===== src/rtl/mac_accumulator.sv =====
// mac_accumulator: sums num_terms signed products from the multiplier,
// then shifts and saturates one result word for the next layer.
module mac_accumulator #(
    parameter int IN_WIDTH  = 32,
    parameter int CNT_WIDTH = 10,
    parameter int ACC_WIDTH = 42,
    parameter int OUT_SHIFT = 0,
    parameter int OUT_WIDTH = 16
) (
    input  logic                 clk,
    input  logic                 arst,
    input  logic                 start,
    input  logic [CNT_WIDTH-1:0] num_terms,
    input  logic [IN_WIDTH-1:0]  prod_in,
    input  logic                 prod_valid,
    output logic                 prod_ready,
    output logic [OUT_WIDTH-1:0] out,
    output logic                 out_valid,
    input  logic                 out_ready,
    output logic                 overflow,
    output logic                 busy
);

    if (ACC_WIDTH < IN_WIDTH + CNT_WIDTH) begin : g_width_chk
        $error("mac_accumulator: ACC_WIDTH must be >= IN_WIDTH+CNT_WIDTH");
    end

    typedef enum logic [1:0] {
        IDLE  = 2'd0,
        ACCUM = 2'd1,
        DONE  = 2'd2
    } state_t;

    localparam logic [CNT_WIDTH-1:0] ONE = {{(CNT_WIDTH-1){1'b0}}, 1'b1};

    localparam logic signed [ACC_WIDTH-1:0] OMAX =
        {{(ACC_WIDTH-OUT_WIDTH+1){1'b0}}, {(OUT_WIDTH-1){1'b1}}};
    localparam logic signed [ACC_WIDTH-1:0] OMIN =
        {{(ACC_WIDTH-OUT_WIDTH+1){1'b1}}, {(OUT_WIDTH-1){1'b0}}};

    state_t                        state;
    logic signed [ACC_WIDTH-1:0]   acc;
    logic        [CNT_WIDTH-1:0]   cnt;
    logic        [CNT_WIDTH-1:0]   nterms;
    logic        [CNT_WIDTH-1:0]   last;
    logic signed [ACC_WIDTH-1:0]   ext;
    logic signed [ACC_WIDTH-1:0]   sum;
    logic signed [ACC_WIDTH-1:0]   res;

    // Handshake flags decode straight from the state register.
    assign prod_ready = (state == ACCUM);
    assign out_valid  = (state == DONE);
    assign busy       = (state != IDLE);

    always_comb begin
        last = nterms - ONE;
        ext  = {{(ACC_WIDTH-IN_WIDTH){prod_in[IN_WIDTH-1]}}, prod_in};
        sum  = acc + ext;
        res  = sum >>> OUT_SHIFT;
    end

    always_ff @(posedge clk or posedge arst) begin
        if (arst) begin
            state    <= IDLE;
            acc      <= '0;
            cnt      <= '0;
            nterms   <= '0;
            out      <= '0;
            overflow <= 1'b0;
        end else begin
            unique case (state)
                IDLE: begin
                    if (start) begin
                        if (num_terms != '0) begin
                            state  <= ACCUM;
                            acc    <= '0;
                            cnt    <= '0;
                            nterms <= num_terms;
                        end else begin
                            state    <= DONE;
                            out      <= '0;
                            overflow <= 1'b0;
                        end
                    end
                end
                ACCUM: begin
                    if (prod_valid) begin
                        acc <= sum;
                        cnt <= cnt + ONE;
                        if (cnt == last) begin
                            state <= DONE;
                            if (res > OMAX) begin
                                out      <= OMAX[OUT_WIDTH-1:0];
                                overflow <= 1'b1;
                            end else if (res < OMIN) begin
                                out      <= OMIN[OUT_WIDTH-1:0];
                                overflow <= 1'b1;
                            end else begin
                                out      <= res[OUT_WIDTH-1:0];
                                overflow <= 1'b0;
                            end
                        end
                    end
                end
                DONE: begin
                    if (out_ready) begin
                        state <= IDLE;
                    end
                end
                default: state <= IDLE;
            endcase
        end
    end

endmodule

===== config.mk =====
export PLATFORM = sky130hd
export DESIGN_NAME = mac_accumulator
export DESIGN_NICKNAME = d
export VERILOG_FILES = /design/src/rtl/mac_accumulator.sv
export SDC_FILE = /design/constraint.sdc
export NUM_CORES = 1
export LEC_CHECK = 0
export ABC_CLOCK_PERIOD_IN_PS = 4400
export CORE_MARGIN = 2
export CORE_UTILIZATION = 24
export CTS_CLUSTER_DIAMETER = 120
export DETAILED_ROUTE_END_ITERATION = 7
export PLACE_DENSITY = 0.44
export REMOVE_ABC_BUFFERS = 1
export SYNTH_ARGS = -nofsm -noshare
export SYNTH_HDL_FRONTEND = slang
export SYNTH_SLANG_ARGS = --single-unit

===== constraint.sdc =====
create_clock -name clk -period 4.4 [get_ports clk]
set_clock_uncertainty 0.2 [all_clocks]
set_input_delay 0.66 -clock clk [delete_from_list [all_inputs] [get_ports clk]]
set_output_delay 0.66 -clock clk [all_outputs]
set_load 0.1 [all_outputs]

# Word-level counts from Yosys, hierarchy flattened
# Cells that the tools add are included.
op_classes:
  n_eq_ne: 9
  reduce_logical: 8
  n_addsub: 3
  muxes: 28
  magnitude_cmp: 2
op_table:
  columns: ["op", "n"]
  rows:
  - ["two-way mux 42 bit", 3]
  - ["two-way mux 16 bit", 6]
  - ["case mux 42 bit (2 select lines)", 1]
  - ["adder 42 x 32 -> 42 bit", 1]
  - ["> comparator 42 x 16 -> 1 bit, second input constant", 1]
  - ["less-than comparator 42 x 16 -> 1 bit, second input constant", 1]
  - ["case mux 16 bit (2 select lines)", 1]
  - ["two-way mux 10 bit", 3]
  - ["case mux 10 bit (2 select lines)", 1]
  - ["adder 10 x 1 -> 10 bit, second input constant", 1]
  - ["== test 10 bit", 1]
  - ["two-way mux 2 bit", 5]
  - ["nonzero test 10 bit", 1]
  - ["subtractor 10 x 1 -> 10 bit, second input constant", 1]
  - ["inequality test 2 bit, second input constant", 4]
  - ["AND reduction 4 bit", 2]
  - ["two-way mux 1 bit", 6]
  - ["case mux 2 bit (3 select lines)", 1]
  - ["AND reduction 5 bit", 1]
  - ["inequality test 2 x 1 -> 1 bit, second input constant", 2]
  - ["nonzero test 2 bit", 2]
  - ["AND reduction 3 bit", 1]
  - ["== test 2 x 1 -> 1 bit, second input constant", 1]
  - ["== test 2 bit, second input constant", 1]
  - ["other kinds (2)", 2]
word_totals:
  output_inout_bits: 20
  input_bits: 47
  register_bits: 81
  word_cells: 56

# Depth between registers and ports, before layout
logic_depth:
  depth_word: 7
  mapped_depth: 16
  ltp_nobuf: 14

# Least setup slack after synthesis
# Ideal clock, no wire load.
synth_timing:
  path_type: "input -> register"
  start: "input port prod_in[0]"
  end: "register overflow"
  t_arrival_ns: 3.644
  slack_ns: 0.432
  t_required_ns: 4.076
  path_buffers: 1
  setup_time_ns: 0.124
  stages: 15
  cell_sequence: "ha_1 > inv_1 > fa_1 > nor2b_1 > o2111ai_1 > a2111oi_4 > nor3_1 > a21boi_0 > xor2_1 > or3_1 > nor4_2 > and4b_4 > buf_6 > nor2_2 > a211o_1"
synth_between:
  elab_chain_len: 7
  elab_cells_between_ends: 8
  classes_between: "add/sub (1); order compare (2); mux (5)"
synth_lines:
  columns: ["item", "line", "source"]
  rows:
  - ["start: declaration", "14", "input logic [IN_WIDTH-1:0] prod_in,"]
  - ["adder 42 x 32 -> 42 bit (*)", "58", "sum = acc + ext;"]
  - ["less-than comparator 42 x 16 -> 1 bit", "95", "end else if (res < OMIN) begin"]
  - ["two-way mux 1 bit", "95", null]
  - ["two-way mux 1 bit (*)", "92", "if (res > OMAX) begin"]
  - ["two-way mux 1 bit (*)", "90", "if (cnt == last) begin"]
  - ["two-way mux 1 bit (*)", "87", "if (prod_valid) begin"]
  - ["case mux 1 bit (2 select lines) (*)", "71", "unique case (state)"]
  - ["end signal: assignment", "69", "overflow <= 1'b0;"]
  - ["end signal: assignment", "94", "overflow <= 1'b1;"]
  - ["end signal: assignment", "97", "overflow <= 1'b1;"]
  - ["end: declaration", "20", "output logic overflow,"]
# Every way passes the cells marked *; elsewhere a longest branch is shown, timed or not. The select of a mux whose other input is x is not followed.
# A chain may end at the register's enable or synchronous reset.

# Worst setup path in the final report
layout_timing:
  start: "input port prod_in[31]"
  end: "register overflow"
# Same word-level chain as after synthesis.

==> results by group <==
CTS
  – H-tree levels: 3
  – CTS Buf Count: 9
  – CTS tree: built
  – Clk_lat worst skew: 0.36 ns
  – Num Clock Sinks: 81
  – CTS max path bufs: 2
  – Clock Pin Slew Worst Setup and Hold Paths: 0.07 ns
  – Hold-fix buffers, CTS: 0
  – Root Driver: clkbuf_16

Yosys
  – Yosys warning count: 0
  – Prevailing post-synth register cell: dfrtp_1
  – Synthesized area: approximately 0.0067 sq mm
  – Largest area contributor in the netlist: dfrtp_1
  – Post-synth top area share: 0.302
  – Top post-synthesis cells by area: dfrtp_1 30%, ha_1 8.0%, nand2_1 5.3%
  – Top-count cell post-synth: nand2_1
  – Asr flop ratio synth: 1.00
  – Register area share after synthesis: 0.302
  – Seq cells post-synth: 81
  – Cells after synthesis: 810
  – Number of flops mapped to enable cells by yosys: 0
  – Post-synth top cells: 94 x nand2_1, 81 x dfrtp_1, 61 x nor2_1, 53 x a21oi_1, 46 x o21ai_0
  – Syn Area/Cell: 8.29 sq um
  – Cell variety after synth: between 80 and 90

Die
  – Full die area: 0.0293 sq mm
  – Placement Rows: 61
  – Die Y: 171 um
  – I/O pin total: 67
  – Starting Density: 0.242
  – Core area: 0.0277 sq mm
  – Die Width: 171 um

Job
  – Max_cap viols: 0

Setup path
  – CP Data Arrival Time: about 4.4 ns
  – Beginning of the critical path: prod_in[31]
  – Reg2reg setup slack: 0.40 ns
  – Critical Path Fanout Max: 14
  – Crit Reg-Reg Startpoint: acc[0]
  – Worst Setup Start Kind: input port
  – Worst Path Class, Setup: in2reg
  – Capture point of the worst path: overflow
  – CP required: 4.45 ns
  – R2r endpoint: overflow
  – Crit. End Element: flop
  – Worst Reg2Reg Path Length in Cells: 16

Pwr
  – Leak pwr: 4.36 nW
  – Power Density: 792 mW/mm^2
  – Peak supply drop: 0.241 mV

Timing
  – Hold Slack: 0.286 ns
  – Endpoints failing hold: 0
  – Worst-margin pin slew: 1.03 ns
  – Final TNS setup: 0 ns
  – Slew headroom: 0.314
  – Fin crit period: around 4.3 ns
  – Max frequency: between 200 and 250 MHz
  – Setup-failing EPs final: 0
  – Final Max Slew Viols: 0
  – Crit share post-route: 0.980

Placed design
  – Gp weighted congestion: 0.854
  – Buffers on Ports: 66
  – Post-DP HPWL: ~19,000 um

Cells and area
  – Layout area overhead: 46.1%
  – Final nets: 1,144
  – Layout cells sized above 1: 0.284
  – Ant diodes: 0

Global route
  – Initial antenna violation count: 0
  – Total Routing Usage GR: 0.167
  – Vias in the first global route: 6,910
  – Remaining global-route overflow: 0
  – First-pass GRT wire length: 38,100 um
  – Largest net degree at the start of global routing: 47

Route
  – Initial DRC count: 357
  – Vias per cell: between 4 and 5
  – Total number of vias: around 6.9k
  – Final WL: 24,200 um
  – Antenna Nets Post-Route: 0
  – # DRC: 0
  – Wire length per cell: around 17 um
  – Number of detailed-route iterations in the first pass: 5

Min path
  – Cells on Worst Hold Path: 2
  – Worst Hold Class: reg2reg

Outcome
  – Status: completed
## sequential cells by signal, summed over array words and instances, names as in the netlist
signal    count
overflow      1
out          16
acc          42
nterms       10
state         2
cnt          10
## per-layer routing
layer | up-vias | track usage | wire length (um)
met4 | 0 | 0.0567 | 501
met2 | 98 | 0.269 | 11000
met5 | - | 0 | 0
li1 | 3472 | - | -
met3 | 28 | 0.0191 | 593
met1 | 3267 | 0.233 | 12100
## how the worst min path moves through the flow
stage,from,to,slack (ns)
2_1_floorplan,acc[36],acc[36],0.25
3_3_place_gp,out[14],out[14],0.27
3_5_place_dp,out[3],out[3],0.28
4_1_cts,out[3],out[3],0.29
5_1_grt,arst,out[2],0.32
6_report,out[3],out[3],0.29
## power by group
group	internal, mW	switching [mW]
logic	2.66	3.07
registers	1.05	0.223
clock network	0.406	0.374
total	4.11	3.66
## worst max-delay path, stage by stage
cell             delay, ns
clkdlybuf4s50_1       0.41
buf_4                 0.17
ha_1                  0.34
a211oi_1              0.27
buf_4                 0.16
o211ai_1              0.10
a221o_1               0.34
a211o_1               0.31
a311o_1               0.34
nand4b_1              0.18
nor4_1                0.32
and4_2                0.33
buf_12                0.15
nor3_1                0.05
a211o_1               0.21
## cell type report
class / instances / area, sq um
Fill cell: 2886 / 17900
Multi-Input combinational cell: 654 / 4620
Timing Repair Buffer: 277 / 2280
Sequential cell: 81 / 2030
Tap cell: 378 / 473
Clock buffer: 10 / 239
Inverter: 30 / 114
Clock inverter: 6 / 51.3
## through the flow
| stage | std cells | power, mW | worst slack, ns | area [sq um] | util |
|---|---|---|---|---|---|
| after CTS | 1428 | 7.51 | 0.00272 | 9530 | 0.344 |
| final | 1436 | 7.78 | 0.0863 | 9810 | 0.354 |
| after global placement | 1409 | 6.60 | -0.436 | 9160 | 0.331 |
| after floorplan | 764 | 4.14 | 0.475 | 6480 | - |
| after detailed placement | 1409 | 6.60 | -0.423 | 9160 | 0.331 |
| after global routing | 1436 | 8.38 | -0.0440 | 9810 | 0.354 |
## cell families (layout without fill, tap and decap cells)
| family | count (synthesis) | after routing | share of synthesized area |
|---|---|---|---|
| simple gates | 285 | 286 | 0.213 |
| compound gates | 263 | 263 | 0.268 |
| flops | 81 | 81 | 0.302 |
| buf+inv | 76 | 323 | 0.0518 |
| xor+xnor | 52 | 52 | 0.0678 |
| fa+ha+maj | 44 | 44 | 0.0831 |
| mux | 9 | 9 | 0.0151 |
## cells in the final DEF (no fill, tap or decap), types with 4 or more instances in the layout
cell	Yosys	layout
a211oi_1	7	6
clkdlybuf4s50_1	0	65
and3_1	4	4
mux2_2	9	9
o21ai_1	19	21
ha_2	0	4
ha_1	43	36
or3_1	8	7
inv_1	30	29
xor2_1	27	24
nor3_1	18	15
nand3_1	13	13
dfrtp_1	81	81
nor2_1	61	61
a21oi_1	53	49
o21ai_0	46	44
and2_1	21	17
nand2_1	94	93
o21bai_1	5	4
nand4_1	25	25
buf_4	6	208
clkbuf_16	0	9
a211o_1	8	8
a21oi_2	1	5
xnor2_1	25	24
a22o_1	22	22
o21a_1	13	12
nor4_1	11	10
o211ai_1	8	8
a21o_1	18	18
a31oi_1	17	17
## what timing repair did
item | CTS | global route
cloned | 1 | 0
setup buffers | 2 | 8
resized for setup | 9 | 47
endpoints found under the setup margin | 6 | 16
pin swaps | 4 | 16
Note: power is estimated with default switching activity, not from simulation.
